==> config.mk <==
export PLATFORM = sky130hd
export DESIGN_NAME = rs_encode_serial
export DESIGN_NICKNAME = d
export VERILOG_FILES = /design/src/rtl/rs_encode_serial.sv
export SDC_FILE = /design/constraint.sdc
export NUM_CORES = 1
export LEC_CHECK = 0
export ABC_AREA = 1
export CAP_MARGIN = 20
export CORE_MARGIN = 2
export CORE_UTILIZATION = 45
export DETAILED_ROUTE_END_ITERATION = 12
export PLACE_DENSITY = 0.8
export RECOVER_POWER = 50
export SLEW_MARGIN = 20
export SYNTH_ARGS = -nofsm -noshare
export SYNTH_HDL_FRONTEND = slang
export SYNTH_SLANG_ARGS = --single-unit
==> constraint.sdc <==
create_clock -name clk -period 1.8 [get_ports clk]
set_clock_uncertainty 0.2 [all_clocks]
set_input_delay 0.36 -clock clk [delete_from_list [all_inputs] [get_ports clk]]
set_output_delay 0.36 -clock clk [all_outputs]
set_load 0.02 [all_outputs]
==> src/rtl/rs_encode_serial.sv <==
// -----------------------------------------------------------------------------
// rs_encode_serial
//   Systematic serial RS(18,16) encoder over GF(2^8). Message symbols pass
//   straight through with zero latency. Two parity symbols from the
//   generator g(x) = x^2 + 0x06*x + 0x08 (alpha = 0x02, field poly 0x11D)
//   are then appended, so that syndromes s1 and s2 of each codeword are zero.
//
// Handshake:
//   A beat moves on a port when its valid and ready are both high in the same
//   cycle. A source holds its valid and data until the beat moves.
//   in_ready mirrors out_ready while message symbols flow and is low for both
//   parity beats. Holding out_ready low freezes every register and output.
//
// Ports:
//   clk        rising-edge clock
//   rst_n      asynchronous active-low reset
//   in_valid   in_data holds a message symbol
//   in_ready   encoder accepts in_data this cycle
//   in_data    message symbol, highest-degree coefficient first
//   out_valid  out_data is valid
//   out_ready  downstream accepts out_data this cycle
//   out_data   codeword symbol
//   out_sop    first symbol of a codeword
//   out_eop    last symbol of a codeword (second parity symbol)
//   err_mask   (RS_ENC_ERR_INJECT_EN only) XORed onto every output symbol
//
// Configuration macro:
//   RS_ENC_ERR_INJECT_EN  adds err_mask. Corruption is applied only to
//                         out_data. The parity registers still use clean
//                         in_data.
// -----------------------------------------------------------------------------
module rs_encode_serial #(
  parameter int                    SYMBOL_WIDTH = 8,
  parameter int                    K            = 16,
  parameter logic [SYMBOL_WIDTH:0] PRIM_POLY    = 9'h11D
) (
  input  logic                    clk,
  input  logic                    rst_n,
  input  logic                    in_valid,
  output logic                    in_ready,
  input  logic [SYMBOL_WIDTH-1:0] in_data,
  output logic                    out_valid,
  input  logic                    out_ready,
  output logic [SYMBOL_WIDTH-1:0] out_data,
  output logic                    out_sop,
  output logic                    out_eop
`ifdef RS_ENC_ERR_INJECT_EN
  ,
  input  logic [SYMBOL_WIDTH-1:0] err_mask
`endif
);

  localparam int CW = (K > 1) ? $clog2(K) : 1;
  localparam logic [CW-1:0] CNT_LAST = CW'(K - 1);
  localparam logic [SYMBOL_WIDTH-1:0] G1 = SYMBOL_WIDTH'(8'h06);
  localparam logic [SYMBOL_WIDTH-1:0] G0 = SYMBOL_WIDTH'(8'h08);

  typedef enum logic {
    MSG = 1'b0,
    PAR = 1'b1
  } state_t;

  state_t                  state;
  logic [CW-1:0]           cnt;
  logic                    par_idx;   // 0: first parity beat, 1: second
  logic [SYMBOL_WIDTH-1:0] r1;
  logic [SYMBOL_WIDTH-1:0] r0;

  logic [SYMBOL_WIDTH-1:0] fb;
  logic [SYMBOL_WIDTH-1:0] fb_g1;
  logic [SYMBOL_WIDTH-1:0] fb_g0;
  logic [SYMBOL_WIDTH-1:0] nominal;
  logic                    accept;
  logic                    xfer;

  // Multiply by alpha (x) with reduction by the field polynomial.
  function automatic logic [SYMBOL_WIDTH-1:0] xtime(input logic [SYMBOL_WIDTH-1:0] a);
    logic [SYMBOL_WIDTH-1:0] r;
    r = {a[SYMBOL_WIDTH-2:0], 1'b0};
    if (a[SYMBOL_WIDTH-1]) r = r ^ PRIM_POLY[SYMBOL_WIDTH-1:0];
    return r;
  endfunction

  // Shift-and-add multiply. With a constant b this reduces to an XOR network
  // with no data-dependent timing.
  function automatic logic [SYMBOL_WIDTH-1:0] gmul(input logic [SYMBOL_WIDTH-1:0] a,
                                                   input logic [SYMBOL_WIDTH-1:0] b);
    logic [SYMBOL_WIDTH-1:0] p;
    logic [SYMBOL_WIDTH-1:0] x;
    p = '0;
    x = a;
    for (int i = 0; i < SYMBOL_WIDTH; i++) begin
      if (b[i]) p = p ^ x;
      x = xtime(x);
    end
    return p;
  endfunction

  assign fb     = in_data ^ r1;
  assign fb_g1  = gmul(fb, G1);
  assign fb_g0  = gmul(fb, G0);
  assign accept = in_valid && in_ready;
  assign xfer   = out_valid && out_ready;

  // Pass-through in MSG, register-driven in PAR. The parity shift register
  // moves r0 into r1 on each parity transfer, so r1 is always the symbol on
  // the wire.
  always_comb begin
    in_ready  = 1'b0;
    out_valid = 1'b0;
    nominal   = '0;
    out_sop   = 1'b0;
    out_eop   = 1'b0;
    case (state)
      MSG: begin
        in_ready  = out_ready;
        out_valid = in_valid;
        nominal   = in_data;
        // Qualified by in_valid so an idle bus shows no stray start marker.
        out_sop   = in_valid && (cnt == '0);
      end
      PAR: begin
        out_valid = 1'b1;
        nominal   = r1;
        out_eop   = par_idx;
      end
      default: ;
    endcase
  end

`ifdef RS_ENC_ERR_INJECT_EN
  assign out_data = nominal ^ err_mask;
`else
  assign out_data = nominal;
`endif

  always_ff @(posedge clk or negedge rst_n) begin
    if (!rst_n) begin
      state   <= MSG;
      cnt     <= '0;
      par_idx <= 1'b0;
      r1      <= '0;
      r0      <= '0;
    end else begin
      case (state)
        MSG: begin
          if (accept) begin
            r1 <= r0 ^ fb_g1;
            r0 <= fb_g0;
            if (cnt == CNT_LAST) begin
              cnt     <= '0;
              par_idx <= 1'b0;
              state   <= PAR;
            end else begin
              cnt <= cnt + 1'b1;
            end
          end
        end
        PAR: begin
          if (xfer) begin
            r1 <= r0;
            r0 <= '0;
            if (par_idx) begin
              par_idx <= 1'b0;
              state   <= MSG;
            end else begin
              par_idx <= 1'b1;
            end
          end
        end
        default: state <= MSG;
      endcase
    end
  end

endmodule

; ---- Word level (Yosys, flattened, before mapping)
; Index checks and enable logic that the tools add are counted.
[totals]
in_bits = 12
ff_bits = 22
[classes]
n_eq_ne = 4
n_reduce_logical = 7
bitwise_logic = 7
mux = 24
n_addsub = 1
[ops]
columns = cell, count
row1 = $pmux 8 s2, 3
row2 = $mux 8, 4
row3 = $xor 8x8->8, 3
row4 = $mux 5, 3
row5 = $not 4->4, 3
row6 = $mux 1, 10
row7 = $pmux 1 s2, 3
row8 = $add 4x1->4 const B, 1
row9 = $eq 4x4->1 const B, 1
row10 = $logic_not 4->1, 1
row11 = $mux 4, 1
row12 = $ne 2x2->1 const B, 2
row13 = $reduce_and 2->1, 2
row14 = $logic_and 1x1->1, 3
row15 = $reduce_and 3->1, 1
row16 = $ne 2x1->1 const B, 1
row17 = $not 1->1, 1

; ---- Depth between registers and ports, before layout
[logic_depth]
ltp_word = 9
depth_mapped = 12
depth_no_buf = 12

; ---- Worst setup path before layout
; Ideal clock, no wire load.
[synth_timing]
kind = register -> output
startpoint = register cnt[0]
endpoint = output out_sop
n_path_buf = 0
arrival_ps = 1256
required_ps = 1240
slack_ps = -16
path_stages_with_launch = 5
cell_sequence = dfrtp_1 -> inv_1 -> ha_1 -> nand2_1 -> nor4_1
[synth_via]
elab_chain_cells = 3
[synth_rtl]
columns = item, line
row1 = "start, declared", 64  ; logic [CW-1:0] cnt;
row2 = "start signal, assigned", 155  ; cnt <= cnt + 1'b1;
row3 = $logic_not 4->1, 120  ; out_sop = in_valid && (cnt == '0);
row4 = $logic_and 1x1->1, 120
row5 = $mux 1, 114  ; case (state)
row6 = "end, declared", 45  ; output logic out_sop,
; Every way passes these cells.

; ---- Final worst setup path
[layout_timing]
startpoint = register state
endpoint = output out_sop
[layout_via]
elab_chain_cells = 1
[layout_rtl]
columns = item, line
row1 = "start, declared", 63  ; state_t state;
row2 = "start signal, assigned", 139  ; state <= MSG;
row3 = "start signal, assigned", 153  ; state <= PAR;
row4 = "start signal, assigned", 165  ; state <= MSG;
row5 = $mux 1, 114
; Every way passes these cells.

==> impl_metrics.env <==
export IMPL_status="finished with violations"
export IMPL_violations="negative setup slack"
export IMPL_synthAdderAreaFrac_pct=1.72
export IMPL_fmax_mhz=522
export IMPL_setup_slack_ns=-0.115
export IMPL_grt_usage_pct=21.7
export IMPL_clockBufferDepth=2
export IMPL_use_met3_pct=1.92
export IMPL_p_leak_nw=1.16
export IMPL_syn_inst=212
export IMPL_yosysSeqAreaShare_pct=37.9
export IMPL_worstPathRequired_ns=1.24
export IMPL_drc=0
export IMPL_post_synth_main_area_contributors="dfrtp_1 (38%), nand2_1 (23%), o21ai_0 (6.9%)"
export IMPL_clk_latency_ns=0.32
export IMPL_die_area_um2=3700
export IMPL_die_w_um=60.8
export IMPL_fin_crit_ns=1.91
export IMPL_stdcell_count=319
export IMPL_cp_arrival_ns=1.35
export IMPL_cp_endpoint="out_sop"
export IMPL_wire_per_inst_um=11.8
export IMPL_endpoint_kind="output port"
export IMPL_worst_slew_pin_transition_ns=0.584
export IMPL_postRouteAntennaNets=0
export IMPL_rsz0062_at_grt="yes"
export IMPL_ff2ff_setup_slack_ns=0.12
export IMPL_syn_avg_cell_area_um2=6.85
export IMPL_min_period_over_period_pct=106
export IMPL_path_class="reg -> out"
export IMPL_grt_max_degree=23
export IMPL_place_congestion=0.873
export IMPL_busiest_layer="met2"
export IMPL_antenna_found_initial=0
export IMPL_final_layout_size_suffix_gt1_share_pct=31.3
export IMPL_nets=290
export IMPL_start_kind="flop"
export IMPL_p_per_area_nw_per_um2=1600
export IMPL_htreeDepth=1
export IMPL_synth_top_area_share_pct=37.9
export IMPL_critPathLaunch="state"
export IMPL_use_met2_pct=40.4
export IMPL_synth_compound_area_share_pct=10.1
export IMPL_maxSlewHeadroom_pct=61.0
export IMPL_whs_ns=0.320
export IMPL_ys_warn_count=0
export IMPL_slew_violations=0
export IMPL_gr_total_overflow=0
export IMPL_pin_count=24
export IMPL_dieHeight_um=60.8
export IMPL_cts_buffers=3
export IMPL_syn2layout_area_growth_pct=48.2
export IMPL_r2r_end="r1[5]"
export IMPL_synthesis_area_um2=1450
export IMPL_initial_core_util_pct=47.5
export IMPL_muxShareOfSynthArea_pct=0
export IMPL_diodes=0
export IMPL_yosys_area_share_simple_pct=34.6
export IMPL_finalSetupViolCount=11
export IMPL_first_pass_iters=4
export IMPL_drt_iter0_drc=89
export IMPL_ir_drop_v=0.000883
export IMPL_dp_cells=309
export IMPL_yosys_area_share_xor_xnor_pct=8.28
export IMPL_rr_startpoint="r1[7]"
export IMPL_reg2reg_depth=10
export IMPL_hold_viol_final=0
export IMPL_crit_fanout=5
export IMPL_syn_num_nets=226
export IMPL_p_total_mw=3.44
export IMPL_routed_wl_um=3770
export IMPL_io_buffers=23
export IMPL_yosysTopAreaCell="dfrtp_1"
export IMPL_ys_types=24
export IMPL_clockRootBuffer="clkbuf_4"
export IMPL_route_vias_total=1583
export IMPL_cap_violations=0
export IMPL_grt_util_met1_pct=25.8
export IMPL_grt_pass1_vias=1421
export IMPL_ys_seq_elements=22
export IMPL_vias_per_cell=4.96
export IMPL_clock_sinks=22
export IMPL_synth_top_family_by_area="simple AND/OR/NAND/NOR gates"
export IMPL_row_count=20
export IMPL_hp_class="reg -> reg"
export IMPL_cts_tree="done"
export IMPL_hpwl_um=2630
export IMPL_clk_pin_slew_worst_paths_ns=0.13
export IMPL_grt_pass1_wl_um=5950
export IMPL_core_region_area_um2=3050
-- cells in the final DEF (no fill, tap or decap), types with 3 or more instances in the layout --
cell,count
dlymetal6s2s_1,4
clkbuf_4,3
buf_4,43
dfrtp_1,21
o22ai_1,3
o21ai_1,5
a21oi_1,3
clkdlybuf4s50_1,5
buf_2,5
o21ai_0,15
inv_1,21
nand2_1,76
xor2_1,7
nand3_2,3
nand2_2,13
nand4_1,4
nand3_1,15
-- worst min-delay path by stage --
stage               cells past startpoint  endpoint  slack, ns     from
finish                                  2   par_idx       0.32  par_idx
global route                            2   par_idx       0.35  par_idx
CTS                                     2    cnt[1]       0.19    rst_n
detailed placement                      2   par_idx       0.29  par_idx
global placement                        2     r0[7]       0.29    r0[7]
floorplan                               0    cnt[0]      -0.14    rst_n
-- worst max-delay path, stage by stage (launching register included) --
cell     delay [ns]
dfrtp_2        0.46
buf_4          0.14
nor4_2         0.24
buf_2          0.20
-- repair_timing --
action                                  in CTS  in global routing
resized for setup                           73                 28
hold buffers                                 0                  0
endpoints found under the setup margin      18                 18
pin swaps                                    4                  8
setup buffers                                2                  5
-- logic make-up after synthesis --
logic type,after synthesis
XOR/XNOR,12
adder cells (fa/ha/maj),2
flip-flops,22
buffers and inverters,28
AO/OA/AOI/OAI,28
AND/OR/NAND/NOR,120
-- metal layers --
| metal | wire length (um) | share of wire (%) | up-vias |
|---|---|---|---|
| li1 | - | - | 799 |
| met1 | 1610 | 43 | 748 |
| met2 | 2030 | 54 | 32 |
| met3 | 99 | 2.6 | 4 |
| met4 | 39 | 1.0 | 0 |
| met5 | 0 | 0 | - |
-- power breakdown --
part | internal [mW] | switching [mW]
registers | 0.707 | 0.179
clock network | 0.124 | 0.167
logic | 1.03 | 1.23
-- area by class of cell --
cell class                      instances  area, um^2
Fill cell                             255         902
Inverter                               24        92.6
Multi-Input combinational cell        162         892
Clock buffer                            4        36.3
Sequential cell                        22         552
Tap cell                               44        55.1
Timing Repair Buffer                   63         523
-- registers in the layout (all words and copies together) (netlist names) --
| name | flops |
|---|---|
| state | 1 |
| r0 | 8 |
| cnt | 4 |
| r1 | 8 |
| par_idx | 1 |
-- cells in the mapped netlist (all sizes together) --
library cell and number:
xor2 8, nor2 1, nand2 91, inv 24, a21oi 3, dfrtp 22, nand3b 1, nand4 4
o22ai 3, nor4 1, xnor2 4, buf 4, o21ai 21, nand3 18, o211ai 1, ha 2
or2 4
-- through the flow --
step / setup WS [ns] / setup TNS (ns) / area, um^2 / util [%]
after floorplan: 0.0124 / 0 / 1460 / -
after global placement: -0.429 / -7.59 / 2020 / 66.1
after detailed placement: -0.445 / -8.68 / 2020 / 66.1
after CTS: -0.151 / -0.184 / 2050 / 67.0
after global routing: -0.158 / -1.04 / 2150 / 70.5
final: -0.115 / -0.440 / 2150 / 70.5
Power figures use the tool's default switching activity.
==> variant 1: new RTL, same settings <==
Build with the macro `RS_ENC_ERR_INJECT_EN` defined.
--- a/src/rtl/rs_encode_serial.sv
+++ b/src/rtl/rs_encode_serial.sv
@@ -29,6 +29,8 @@
 //                         out_data. The parity registers still use clean
 //                         in_data.
 // -----------------------------------------------------------------------------
+`define RS_ENC_ERR_INJECT_EN
+
 module rs_encode_serial #(
   parameter int                    SYMBOL_WIDTH = 8,
   parameter int                    K            = 16,
Ports: changed (added err_mask); port bits go from 24 to 32. The function was not compared with the original's and may differ.
==> variant 1 against the original RTL <==
- highest routed layer unchanged
- design area grew 24%
- critical path type unchanged
- maximum frequency shrank 8.3%
- worst setup slack lost 0.17 ns
- sequential power shrank 2.6%
- synthesized cell count grew 0.47%
- wire length grew 27%
- synthesized area grew 7.3%
- sequential cell count is the same
- critical path depth grew 3
- hold slack lost 0.020 ns
- the flow still finishes with violations (setup timing)
- total power grew 25%
==> variant 1: results <==
metrics = {
    "place": {
        "post-place-cells": 332,
        "place.gp.congestion": 0.838,
        "dp_hpwl_um": 2800,
        "numPortBuffers": 31,
    },
    "global_routing": {
        "track_usage_pct": 21.5,
        "grt_use_met1_pct": 24.2,
        "use_met2_pct": 41.5,
        "use_met3_pct": 2.70,
        "grt_pass1_vias": 1638,
        "grt_pass1_wl_um": 6930,
    },
    "clocking": {
        "post-cts-setup-buffer-count": 5,
        "clk_pin_slew_ns": 0.15,
        "cts_resized": 86,
    },
    "timing": {
        "worstMarginPinSlew_ns": 0.582,
        "finalWorstSetupSlack_ns": -0.288,
        "setup_viol": 12,
    },
    "drt": {
        "vias_per_cell": 4.99,
        "wl_um": 4780,
        "dr.first_iter.drc_count": 78,
    },
    "status": {
        "violations": "setup timing",
        "status": "complete, but fails checks",
    },
    "layout": {
        "finalNonFillerCells": 348,
        "drive_gt1_share_pct": 44.0,
        "fillers": 222,
        "nets": 325,
    },
    "power": {
        "power.share.combinational_pct": 73.0,
        "p_leak_nw": 1.35,
        "p_total_mw": 4.28,
        "internal-power_mw": 2.32,
        "ir_drop_mv": 1.01,
    },
    "synthesis": {
        "synth_common_cells": "77 x nand2_1, 22 x dfrtp_1, 21 x inv_1",
        "yosysSeqAreaShare_pct": 35.3,
        "synth_nets": 235,
        "yosysUniqueCellTypes": 26,
        "synth_ff_type": "dfrtp_1",
        "netlist_top_cells_area": "dfrtp_1 35%, nand2_1 19%, xor2_1 9.0%",
    },
    "setup_path": {
        "path_max_fanout": 7,
    },
    "hold_path": {
        "hold_class": "input pin to register",
    },
}
-- variant 1: routing by layer --
metal  up-vias  wire (um)
li1        862          -
met2        56       2600
met1       808       1860
met4         0         83
met5         -          0
met3         9        227
-- variant 1: logic make-up (layout without fill, tap and decap cells) --
family          Yosys count  after routing  synth area share [%]
compound gates           29             29                  10.0
buf+inv                  28            117                  7.31
simple gates            109            109                  30.1
xor+xnor                 23             23                  15.6
flops                    22             22                  35.3
fa+ha+maj                 2              2                  1.61
-- variant 1: worst paths after layout --
kind,slack [ns],end,cells after the start,startpoint
worst max-delay path,-0.29,out_data[0],6,state
worst min-delay path,0.30,cnt[3],3,in_valid
worst max register to register,0.04,r1[4],12,r1[7]
worst min register to register,0.34,par_idx,2,par_idx
max in group asynchronous,0.65,state,2,rst_n
min in group asynchronous,0.34,cnt[2],2,rst_n
-- variant 1: layout make-up --
cell class	count	share of cell area, %
inverters	23	3.48
flip-flops and latches	22	20.7
well taps	46	2.16
repair buffers	90	29.8
clock buffers	4	1.36
multi-input cells	163	42.4
-- variant 1: per-stage QoR --
stage	util (%)	setup TNS (ns)	worst slack, ns	instance area (um^2)	hold slack, ns
floorplan	-	0	0.0176	1580	-0.136
global placement	68.5	-9.61	-0.603	2280	0.284
detailed placement	68.5	-10.07	-0.663	2280	0.294
CTS	71.6	-2.47	-0.302	2390	0.192
global route	79.7	-3.29	-0.380	2660	0.318
finish	79.7	-2.32	-0.288	2660	0.300
-- variant 1: critical path, stage by stage, from the launching register on --
cell	delay, ns
dfrtp_2	0.44
clkinvlp_4	0.19
buf_6	0.18
nand2_2	0.05
nand2_2	0.05
xor2_1	0.15
buf_4	0.15
==> variant 2: new RTL, config.mk and constraints unchanged <==
Without the edit above. Reset style: synchronous (`rst_n`), changed in one clocked block. Comments in the files are not updated.
--- a/src/rtl/rs_encode_serial.sv
+++ b/src/rtl/rs_encode_serial.sv
@@ -134,7 +134,7 @@
   assign out_data = nominal;
 `endif
 
-  always_ff @(posedge clk or negedge rst_n) begin
+  always_ff @(posedge clk) begin
     if (!rst_n) begin
       state   <= MSG;
       cnt     <= '0;
Formal check against the unedited RTL: differs if rst_n is asserted again (counterexample within 4 cycles, from zero or initial values and one cycle with rst_n low); with rst_n held inactive, the same outputs for 10 cycles.
==> variant 2 against the original RTL <==
- first-iteration DRC count increased by 2.2%
- utilization decreased by 2.6 points
- design area increased by 7.0%
- synthesized area increased by 11%
- maximum frequency increased by 8.2%
- register-to-register slack about the same
- sequential cell count unchanged
- critical path depth increased by 2
- wire length increased by 15%
- via count increased by 16%
- worst setup slack improved by 0.14 ns
- critical path type unchanged
Power is not compared: it rests on default switching activity, and its combinational part moved more than twofold at a synthesized area within 25%.
==> variant 2: results <==
metrics = {
    "status": {
        "status": "completed",
    },
    "clocking": {
        "cts_resized": 60,
        "clk_latency_ns": 0.30,
    },
    "synthesis": {
        "synth_ff_type": "dfxtp_1",
        "synth_common_cells": "83 x nand2_1, 34 x inv_1, 22 x dfxtp_1",
        "yosysSeqAreaShare_pct": 27.4,
        "yosys.area_share.xor_xnor_pct": 5.83,
        "netlist_top_cells_area": "dfxtp_1 27%, nand2_1 19%, inv_1 7.9%",
        "synth_nets": 267,
        "synthCells": 253,
        "synthArstFlopShare_pct": 0,
        "synth-adder-area-share_pct": 1.55,
    },
    "global_routing": {
        "track_usage_pct": 20.9,
        "grt_pass1_wl_um": 7010,
        "grt_pass1_vias": 1670,
        "grt_max_degree": 15,
    },
    "layout": {
        "nets": 334,
        "fillers": 309,
        "finalNonFillerCells": 364,
        "drive_gt1_share_pct": 36.5,
    },
    "drt": {
        "vias_per_cell": 5.04,
        "dr.first_iter.drc_count": 91,
        "wl_um": 4330,
    },
    "place": {
        "dp_hpwl_um": 3100,
    },
    "setup_path": {
        "critical-path-top-delay-family": "flip-flops",
        "arrival_ns": 1.21,
        "crit_slowest_cell": "dfxtp_2",
        "cp_slowest_stage_delay_ns": 0.34,
    },
    "timing": {
        "slew_headroom_pct": 73.6,
    },
}
[variant 2: cell count changes after synthesis, moves of 6 or more]
cell	before	now
o21ai_0	20	14
dfxtp_1	0	22
dfrtp_1	22	0
nand2_1	90	83
a21oi_1	3	19
inv_1	24	34
nand2_2	1	11
nand2_4	0	6
nor2_1	1	8
[variant 2: stage by stage]
stage / area, um^2 / setup WS [ns] / total power, mW / hold slack [ns]
global placement: 2190 / -0.431 / 1.04 / 0.260
finish: 2300 / 0.0302 / 1.32 / 0.291
CTS: 2200 / -0.0354 / 1.28 / 0.289
global route: 2300 / -0.0601 / 1.42 / 0.310
floorplan: 1610 / 0.118 / 0.862 / 0.252
detailed placement: 2190 / -0.451 / 1.05 / 0.271
[variant 2: layout make-up]
type / count / area share, %
clock buffer: 3 / 0.979
multi-input combinational: 185 / 47.1
tap: 46 / 2.50
sequential: 22 / 19.5
inverter: 39 / 6.58
timing repair buffer: 69 / 23.4
[variant 2: power by group through the flow]
| stage | clock network [mW] | logic, mW | registers [mW] |
|---|---|---|---|
| after floorplan | 0 | 0.313 | 0.548 |
| after global placement | 0 | 0.492 | 0.546 |
| after detailed placement | 0 | 0.507 | 0.548 |
| after CTS | 0.230 | 0.510 | 0.535 |
| after global routing | 0.258 | 0.617 | 0.542 |
| final | 0.226 | 0.556 | 0.538 |
[variant 2: worst paths after layout]
check,start,end,slack [ns],depth (start not counted)
setup reg to reg,r1[6],r1[2],0.12,12
hold reg to reg,par_idx,par_idx,0.29,2
setup / recovery,cnt[0],out_sop,0.03,5
hold / removal,par_idx,par_idx,0.29,2
[variant 2: routing by layer]
layer | track usage [%] | vias up | wire length [um]
li1 | - | 927 | -
met1 | 25.1 | 840 | 1710
met2 | 40.0 | 58 | 2340
met3 | 2.11 | 8 | 219
met4 | 4.08 | 0 | 53
met5 | 0 | - | 0
